--- src/rtl/mem_common_pkg.sv ---
// Shared memory-side types for the front end: fetch request/response records
// plus the fetch-buffer state, line and tag types.
package mem_common;

  localparam int MC_PADDR_W    = 32;
  localparam int FB_LINE_BYTES = 64;
  localparam int FB_OFF_W      = $clog2(FB_LINE_BYTES);

  typedef logic [MC_PADDR_W-1:0] t_paddr;

  typedef struct packed {
    logic   valid;
    t_paddr addr;
    logic   id;
  } t_fe_fb_req;

  typedef struct packed {
    logic        valid;
    logic [31:0] instr;
    t_paddr      pc;
  } t_fb_fe_rsp;

  typedef enum logic [1:0] {
    FB_IDLE,
    FB_RSP,
    FB_MISS_REQ,
    FB_MISS_WAIT
  } t_fb_state;

  typedef logic [FB_LINE_BYTES*8-1:0]       t_fb_line;
  typedef logic [MC_PADDR_W-FB_OFF_W-1:0]   t_fb_tag;

  // Byte 0 of the line sits in bits [7:0], so word n is bits [32n+31:32n].
  function automatic logic [31:0] fb_word_sel(t_fb_line line, logic [FB_OFF_W-3:0] word);
    return line[word*32 +: 32];
  endfunction

endpackage

--- src/rtl/fe_fb_tag_array.sv ---
// Fully-associative line storage for the fetch buffer: valid/tag/data per entry,
// one-hot tag match with word select, and a single install port.
module fe_fb_tag_array
  import mem_common::*;
#(
  parameter int NUM_ENTRIES = 4,
  parameter int IDX_W       = $clog2(NUM_ENTRIES),
  parameter int WORD_W      = FB_OFF_W - 2
) (
  input  logic                   clk,
  input  logic                   reset,
  input  logic                   i_flush,
  input  t_fb_tag                i_lookup_tag,
  input  logic [WORD_W-1:0]      i_lookup_word,
  output logic                   o_hit,
  output logic [NUM_ENTRIES-1:0] o_hit_vec,
  output logic [31:0]            o_hit_word,
  input  logic                   i_install_en,
  input  logic [IDX_W-1:0]       i_install_idx,
  input  t_fb_tag                i_install_tag,
  input  t_fb_line               i_install_line
);

  logic [NUM_ENTRIES-1:0] r_valid;
  t_fb_tag                r_tag  [NUM_ENTRIES];
  t_fb_line               r_data [NUM_ENTRIES];

  always_ff @(posedge clk) begin
    if (reset || i_flush) begin
      r_valid <= '0;
    end else if (i_install_en) begin
      r_valid[i_install_idx] <= 1'b1;
    end
  end

  // Tag and data need no reset: they are only observed through a valid bit.
  always_ff @(posedge clk) begin
    if (i_install_en) begin
      r_tag[i_install_idx]  <= i_install_tag;
      r_data[i_install_idx] <= i_install_line;
    end
  end

  always_comb begin
    o_hit_vec  = '0;
    o_hit_word = '0;
    for (int i = 0; i < NUM_ENTRIES; i++) begin
      o_hit_vec[i] = r_valid[i] && (r_tag[i] == i_lookup_tag);
      if (o_hit_vec[i]) begin
        o_hit_word = o_hit_word | fb_word_sel(r_data[i], i_lookup_word);
      end
    end
  end

  assign o_hit = |o_hit_vec;

endmodule

--- src/rtl/fe_fb.sv ---
// Fetch buffer between the fetch controller and memory: 1-cycle hits, line fills on miss.
// Define FE_FB_STATS_EN to build saturating hit/miss counters; otherwise they read 0.
module fe_fb
  import mem_common::*;
#(
  parameter int PADDR_W     = 32,
  parameter int LINE_BYTES  = 64,
  parameter int NUM_ENTRIES = 4
) (
  input  logic                    clk,
  input  logic                    reset,
  input  t_fe_fb_req              fe_fb_req_nnn,
  output t_fb_fe_rsp              fb_fe_rsp_nnn,
  input  logic                    flush_fb,
  output logic                    mem_req_valid,
  input  logic                    mem_req_ready,
  output logic [PADDR_W-1:0]      mem_req_addr,
  input  logic                    mem_rsp_valid,
  input  logic [LINE_BYTES*8-1:0] mem_rsp_data,
  output logic [31:0]             hit_cnt,
  output logic [31:0]             miss_cnt
);

  localparam int OFF_W = $clog2(LINE_BYTES);
  localparam int IDX_W = $clog2(NUM_ENTRIES);

  t_fb_state              r_state;
  t_fb_state              w_state_nxt;
  logic [PADDR_W-1:0]     r_addr;
  logic [31:0]            r_instr;
  logic [IDX_W-1:0]       r_rr_ptr;
  logic                   r_poison;

  logic                   w_accept;
  logic                   w_hit_raw;
  logic                   w_hit;
  logic                   w_miss;
  logic                   w_fill;
  logic                   w_install;
  logic [NUM_ENTRIES-1:0] w_hit_vec;
  logic [31:0]            w_hit_word;
  logic                   w_unused;

  assign w_unused  = fe_fb_req_nnn.id;
  assign w_accept  = fe_fb_req_nnn.valid && ((r_state == FB_IDLE) || (r_state == FB_RSP));
  // A flush in the lookup cycle wins over a hit, so the request goes to memory.
  assign w_hit     = w_accept && w_hit_raw && !flush_fb;
  assign w_miss    = w_accept && !w_hit;
  assign w_fill    = (r_state == FB_MISS_WAIT) && mem_rsp_valid;
  assign w_install = w_fill && !r_poison && !flush_fb;

  fe_fb_tag_array #(
    .NUM_ENTRIES (NUM_ENTRIES)
  ) u_tag_array (
    .clk            (clk),
    .reset          (reset),
    .i_flush        (flush_fb),
    .i_lookup_tag   (fe_fb_req_nnn.addr[PADDR_W-1:OFF_W]),
    .i_lookup_word  (fe_fb_req_nnn.addr[OFF_W-1:2]),
    .o_hit          (w_hit_raw),
    .o_hit_vec      (w_hit_vec),
    .o_hit_word     (w_hit_word),
    .i_install_en   (w_install),
    .i_install_idx  (r_rr_ptr),
    .i_install_tag  (r_addr[PADDR_W-1:OFF_W]),
    .i_install_line (mem_rsp_data)
  );

  always_comb begin
    w_state_nxt   = r_state;
    mem_req_valid = 1'b0;
    mem_req_addr  = '0;
    case (r_state)
      FB_IDLE, FB_RSP: begin
        if (w_hit) begin
          w_state_nxt = FB_RSP;
        end else if (w_miss) begin
          w_state_nxt = FB_MISS_REQ;
        end else begin
          w_state_nxt = FB_IDLE;
        end
      end
      FB_MISS_REQ: begin
        mem_req_valid = 1'b1;
        mem_req_addr  = {r_addr[PADDR_W-1:OFF_W], {OFF_W{1'b0}}};
        if (mem_req_ready) begin
          w_state_nxt = FB_MISS_WAIT;
        end
      end
      FB_MISS_WAIT: begin
        if (mem_rsp_valid) begin
          w_state_nxt = FB_RSP;
        end
      end
      default: w_state_nxt = FB_IDLE;
    endcase
  end

  always_ff @(posedge clk) begin
    if (reset) begin
      r_state  <= FB_IDLE;
      r_addr   <= '0;
      r_instr  <= '0;
      r_rr_ptr <= '0;
      r_poison <= 1'b0;
    end else begin
      r_state <= w_state_nxt;
      if (w_accept) begin
        r_addr <= fe_fb_req_nnn.addr;
      end
      if (w_hit) begin
        r_instr <= w_hit_word;
      end else if (w_fill) begin
        r_instr <= fb_word_sel(mem_rsp_data, r_addr[OFF_W-1:2]);
      end
      // A flush while the fill is in flight means the returning line may be stale.
      if (w_accept) begin
        r_poison <= 1'b0;
      end else if (flush_fb && ((r_state == FB_MISS_REQ) || (r_state == FB_MISS_WAIT))) begin
        r_poison <= 1'b1;
      end
      if (w_install) begin
        r_rr_ptr <= r_rr_ptr + IDX_W'(1);
      end
    end
  end

  always_comb begin
    fb_fe_rsp_nnn       = '0;
    fb_fe_rsp_nnn.valid = (r_state == FB_RSP);
    fb_fe_rsp_nnn.instr = r_instr;
    fb_fe_rsp_nnn.pc    = r_addr;
  end

`ifdef FE_FB_STATS_EN
  logic [31:0] r_hit_cnt;
  logic [31:0] r_miss_cnt;

  always_ff @(posedge clk) begin
    if (reset) begin
      r_hit_cnt  <= '0;
      r_miss_cnt <= '0;
    end else begin
      if (w_hit && (r_hit_cnt != '1)) begin
        r_hit_cnt <= r_hit_cnt + 32'd1;
      end
      if (w_miss && (r_miss_cnt != '1)) begin
        r_miss_cnt <= r_miss_cnt + 32'd1;
      end
    end
  end

  assign hit_cnt  = r_hit_cnt;
  assign miss_cnt = r_miss_cnt;
`else
  assign hit_cnt  = '0;
  assign miss_cnt = '0;
`endif

  always_ff @(posedge clk) begin
    if (!reset) begin
      assert (!(fe_fb_req_nnn.valid && ((r_state == FB_MISS_REQ) || (r_state == FB_MISS_WAIT))))
        else $error("fe_fb: request while a miss is outstanding");
      assert (!fe_fb_req_nnn.valid || (fe_fb_req_nnn.addr[1:0] == 2'b00))
        else $error("fe_fb: misaligned fetch address");
      assert (!w_accept || $onehot0(w_hit_vec))
        else $error("fe_fb: multiple tag matches");
      assert (!mem_rsp_valid || (r_state == FB_MISS_WAIT))
        else $error("fe_fb: fill data outside miss wait");
    end
  end

endmodule

--- config.mk ---
export PLATFORM = sky130hd
export DESIGN_NAME = fe_fb
export DESIGN_NICKNAME = d
export VERILOG_FILES = /design/src/rtl/mem_common_pkg.sv /design/src/rtl/fe_fb_tag_array.sv /design/src/rtl/fe_fb.sv
export SDC_FILE = /design/constraint.sdc
export NUM_CORES = 2
export LEC_CHECK = 0
export ABC_CLOCK_PERIOD_IN_PS = 19400
export BUFFER_PORTS_ARGS = -buffer_cell sky130_fd_sc_hd__buf_2
export CAP_MARGIN = 20
export CORE_MARGIN = 4
export CORE_UTILIZATION = 60
export CTS_BUF_LIST = sky130_fd_sc_hd__clkbuf_4
export CTS_CLUSTER_SIZE = 12
export DETAILED_ROUTE_END_ITERATION = 10
export GPL_TIMING_DRIVEN = 0
export HOLD_SLACK_MARGIN = 0.1
export PLACE_DENSITY = 0.88
export REMOVE_ABC_BUFFERS = 1
export SYNTH_ARGS = -nofsm -noshare
export SYNTH_HDL_FRONTEND = slang
export SYNTH_SLANG_ARGS = --single-unit
--- constraint.sdc ---
create_clock -name clk -period 19.4 [get_ports clk]
set_input_delay 1.94 -clock clk [delete_from_list [all_inputs] [get_ports clk]]
set_output_delay 1.94 -clock clk [all_outputs]
set_load 0.02 [all_outputs]
==> After elaboration in Yosys (flattened, before gate mapping) <==
Memories as Yosys holds them, arrays and structs flattened.
Index checks and enable logic that the tools add are counted.
Widths: inputs -> output; s select.
{ "word_totals": {"ff_bits": 73, "memories": 2, "out_inout_bits": 162, "inputBits": 551, "ramBits": 2152} }
{ "memory_table": {"columns": ["name", "words", "word_bits", "read_ports", "rd_clocked_by_memory_dff", "wr", "line_no", "text"], "rows": [
  ["u_tag_array.r_data", 4, 512, 4, 0, 1, "fe_fb_tag_array.sv:26", "t_fb_line r_data [NUM_ENTRIES];"],
  ["u_tag_array.r_tag", 4, 26, 4, 0, 1, "fe_fb_tag_array.sv:25", "t_fb_tag r_tag [NUM_ENTRIES];"]
]} }
{ "classes": {"n_reduce_logical": 25, "n_eq_ne": 9, "n_addsub": 1, "n_lt_le_gt_ge": 2, "n_mux": 17, "bitwise_logic": 4, "n_shift": 5} }
{ "ops": {"columns": ["operator", "n"], "rows": [
  ["$shiftx 512x10->32", 5],
  ["$mux 32", 7],
  ["$eq 26x26->1", 4],
  ["$or 32x32->32", 3],
  ["$logic_and 1x1->1", 13],
  ["$mux 2", 4],
  ["$pmux 2 s3", 1],
  ["$eq 2x2->1 const B", 2],
  ["$mux 1", 4],
  ["$ne 2x2->1 const B", 2],
  ["$or 4x4->4", 1],
  ["$reduce_or 2->1", 2],
  ["$reduce_or 4->1", 1],
  ["$logic_not 1->1", 3],
  ["$logic_or 1x1->1", 3],
  ["$lt 2x3->1 const B", 1],
  ["$add 2x1->2 const B", 1],
  ["$demux 1 s2", 1],
  ["$eq 2x1->1 const B", 1],
  ["$ge 2x1->1 const B", 1],
  ["$logic_not 2->1", 1],
  ["$reduce_and 2->1", 1],
  ["$reduce_bool 2->1", 1]
]} }

==> Depth between registers and ports, before layout <==
An unclocked memory read counts as a cell.
{ "logic_depth": {"depth_word": 11, "mapped_depth": 11} }

==> Modules after synthesis <==
A second synthesis with hierarchy kept.
{ "hier_totals": {"cells_unflattened": 4197, "area_unflattened_um2": 90583.1} }
{ "by_module_without_submodules": {"columns": ["module", "cells_per_inst", "area_each_um2", "seq_area_each_um2", "instances"], "rows": [
  ["fe_fb_tag_array", 3515, 82821.9, 64702.1, 1],
  ["fe_fb", 682, 7761.2, 1381.3, 1]
]} }

==> Least setup slack after synthesis <==
OpenSTA, ideal clock, no wires.
{ "synth_path": {"path_type": "input-to-reg", "start": "in mem_rsp_valid", "end": "mem u_tag_array.r_data[0][0] (netlist name), enable pin", "path_buffers": 0, "cell_stages": 3, "t_arrival_ns": 14.674, "setup_time_ns": 0.974, "slack_ns": 3.752, "cell_sequence": "nand3_1 nor3_1 and2_1"} }
{ "synth_between": {"elab_chain_len": 5} }
{ "synth_lines": {"columns": ["item", "line_no", "text"], "rows": [
  ["start: declaration", "fe_fb.sv:18", "input logic mem_rsp_valid,"],
  ["$logic_and 1x1->1", "fe_fb.sv:49", "assign w_fill = (r_state == FB_MISS_WAIT) && mem_rsp_valid;"],
  ["$logic_and 1x1->1 (2 in series)", "fe_fb.sv:50", "assign w_install = w_fill && !r_poison && !flush_fb;"],
  ["$mux 1", "fe_fb_tag_array.sv:38", "if (i_install_en) begin"],
  ["$mux 1 (implied by the code)", "fe_fb_tag_array.sv:40", "r_data[i_install_idx] <= i_install_line;"],
  ["end: declaration", "fe_fb_tag_array.sv:26", null]
]} }
No other way between the ends.

==> Worst setup path in the final report <==
{ "layout_path": {"start": "in mem_rsp_valid", "end": "mem u_tag_array.r_data[0][384] (netlist name), enable pin"} }
Same word-level chain as after synthesis.

==> run_results.csv <==
group,metric,value,unit
final_layout,syn_to_final_growth,15.4,%
drt,ant_nets,0,
placement,gp_congestion,0.809,
global_routing,track_usage,31.0,%
floorplanning,die_y,393,um
final_layout,fillers,8352,
worst_setup_path,cp.required,20280,ps
sta,max-slew-margin-rel,23.6,%
global_routing,antenna_found_initial,119,
worst_setup_path,crit_path_max_fanout,72,
worst_setup_path,slowest_delay,920,ps
floorplanning,die-area,0.154,mm2
global_routing,grt_pass1_vias,52400,
pwr,intPower,7.60,mW
pwr,powerDensity,95.7,mW/mm2
yosys,ys_ff_latch,2225,
floorplanning,core,0.146,mm2
drt,dr_total_vias,50600,
yosys,yosysSeqAreaShare,74.3,%
clock_tree,cts_tree,"done",
worst_setup_path,setup.worst_path.end_class,"register",
clock_tree,ctsHoldBuffers,0,
pwr,ir_drop,0.0705,mV
yosys,synth_top_family_by_area,"multiplexers",
yosys,synthSimpleGateAreaFrac,1.27,%
final_layout,layout_commonest_cell,"edfxtp_1",
global_routing,grt_max_degree,98,
yosys,synthCells,4134,
sta,period_minus_slack,5870,ps
final_layout,drive_gt1_share,41.2,%
yosys,async_reset_ff_share,0,%
drt,post-route-drc-count,0,
clock_tree,clk_pin_slew,80,ps
clock_tree,clk_latency,1250,ps
worst_setup_path,cp_slowest_cell,"and2_4",
sta,hold_slack,507,ps
final_layout,fin_nets,5713,
pwr,p_seq_share,53.9,%
worst_hold_path,hold_class,"reg -> reg",
global_routing,grt_remaining_overflow,0,
floorplanning,ios,713,
yosys,synth-edff-count,2152,
worst_setup_path,cp-start-kind,"input port",
yosys,ys.flop_type,"edfxtp_1",
drt,wirelength,242,mm
clock_tree,cts_sinks,2225,
drt,vias_per_cell,6.68,
sta,max_freq,170,MHz
drt,drt-pass1-iter-count,6,
placement,dp_hpwl,153,mm
clock_tree,root_buffer,"clkbuf_4",
yosys,ys_types,39,
clock_tree,numCtsBuffers,559,
yosys,synth_mux_area_share,17.5,%
floorplanning,rows,140,
pwr,p_switching,2.22,mW
pwr,finalPower,9.82,mW
placement,portBuffers,641,
flow_run,drv_cap,0,
worst_setup_path,critPathBufInv,7,
pwr,p_sw_share,22.6,%
pwr,p_leak,34.0,nW
pwr,pwr-share-comb,6.1,%
worst_setup_path,crit_top_cell,"buf_16",
sta,period_share,30.3,%
yosys,ys_warn_count,0,
worst_setup_path,crit_chain,"buf_2 -> nand3_4 -> buf_12 -> nor3_1 -> and2_4 -> buf_16 -> buf_16 -> buf_16 -> buf_16 -> buf_16",
sta,setup_viol,0,
yosys,netlist_area,0.0889,mm2
run_status,run_status,"finished, final reports clean",
sta,worst_pin_slew,1120,ps
drt,wl_per_cell,31.9,um
worst_setup_path,crit_type,"in -> reg",
yosys,syn_area_per_cell,21.5,um2
sta,fin_setup_tns,0,ps
pwr,p_clk_share,40.1,%
worst_setup_path,crit_arrival,6750,ps
floorplanning,dieWidth,393,um
clock_tree,cts_max_level,6,
worst_setup_path,path_delay_family,"buffers and inverters",
drt,first_iter_violations,6714,
sta,hold_violations,0,
yosys,synth_xor_area_share,1.03,%
global_routing,grt_pass1_wl,346,mm
yosys,synth_compound_area_share,3.59,%
sta,rsz0062_at_grt,"no",
clock_tree,post_cts_buffers,0,
sta,slew_violations,0,
sta,fin_worst_skew,116,ps
clock_tree,cts_max_path_buffers,4,
yosys,post_synth_fa_ha_maj_area_fraction,0.0563,%
final_layout,final_cell_mix,"edfxtp_1, clkbuf_4, mux4_2, buf_2, a22oi_1",
clock_tree,post_cts_resized,0,
floorplanning,initial_core_util,60.7,%
final cells by class:
cell class	count	area (um2)	area share [%]
inverters	23	86.3	0.0841
well taps	1917	2400	2.34
multi-input cells	1606	21300	20.7
diodes	109	273	0.266
clock inverters	141	887	0.864
clock buffers	815	6120	5.96
flip-flops and latches	2225	66100	64.4
repair buffers	743	5490	5.35
cells in the mapped netlist, drive strengths merged (29+ instances only):
cell / number / area [um2]
edfxtp: 2152 / 64600
mux4: 658 / 14800
buf: 209 / 1320
clkbuf: 140 / 526
a22oi: 137 / 1030
a211oi: 105 / 788
a21oi: 104 / 521
mux2i: 78 / 781
nand2: 77 / 289
dfxtp: 73 / 1460
o22ai: 66 / 413
xnor2: 53 / 464
xor2: 52 / 455
and2: 33 / 206
nor2b: 29 / 181
per-layer routing:
layer / share of wire, % / global-route usage [%] / routed length, um / vias up
met1: 33 / 39.6 / 79000 / 25500
met4: 5.0 / 14.6 / 12000 / 62
met5: 0.18 / 0 / 430 / -
met3: 13 / 10.6 / 32400 / 840
met2: 49 / 48.7 / 118000 / 4253
li1: - / - / - / 20000
sequential cells by signal, indices dropped and copies added, names as in the netlist:
register             count
r_poison                 1
r_addr                  32
r_rr_ptr                 2
r_instr                 32
u_tag_array.r_valid      4
r_state                  2
u_tag_array.r_tag      104
u_tag_array.r_data    2048
power groups by stage:
stage / clock network (mW) / registers (mW) / logic [mW]
floorplan: 0 / 5.41 / 0.257
CTS: 3.98 / 5.29 / 0.590
detailed placement: 0 / 5.39 / 0.586
finish: 3.94 / 5.29 / 0.595
global placement: 0 / 5.41 / 0.667
global route: 4.28 / 5.29 / 0.627
worst min-delay path, cell delays in order, from the launching register on:
cell	delay, ps
dfxtp_1	320
nand2_1	60
a21oi_1	70
cells by family (layout without fill, tap and decap cells):
| logic type | after synthesis | count (layout) |
|---|---|---|
| AND/OR/NAND/NOR | 223 | 223 |
| adder cells (fa/ha/maj) | 4 | 4 |
| flip-flops | 2225 | 2225 |
| other | 1 | 179 |
| multiplexers | 736 | 736 |
| AO/OA/AOI/OAI | 468 | 468 |
| XOR/XNOR | 105 | 105 |
| buffers and inverters | 372 | 1722 |
worst paths after layout:
| path | start | cells after the start | endpoint | slack (ps) |
|---|---|---|---|---|
| setup reg to reg | r_state[1] | 9 | u_tag_array.r_data[0][384] | 13670 |
| hold / removal | r_addr[1] | 2 | r_addr[1] | 510 |
| hold reg to reg | r_addr[1] | 2 | r_addr[1] | 510 |
| setup / recovery | mem_rsp_valid | 10 | u_tag_array.r_data[0][384] | 13530 |
through the flow:
stage / util [%] / setup WS [ps] / area (um2) / instances
2_1_floorplan: - / 2700 / 87300 / 3854
3_3_place_gp: 63.5 / -8990 / 92900 / 6412
3_5_place_dp: 65.1 / 12490 / 95400 / 6514
4_1_cts: 69.9 / 13730 / 102000 / 7470
5_1_grt: 70.0 / 13400 / 102000 / 7525
6_report: 70.1 / 13530 / 103000 / 7579
Note: power is estimated with default switching activity, not from simulation.
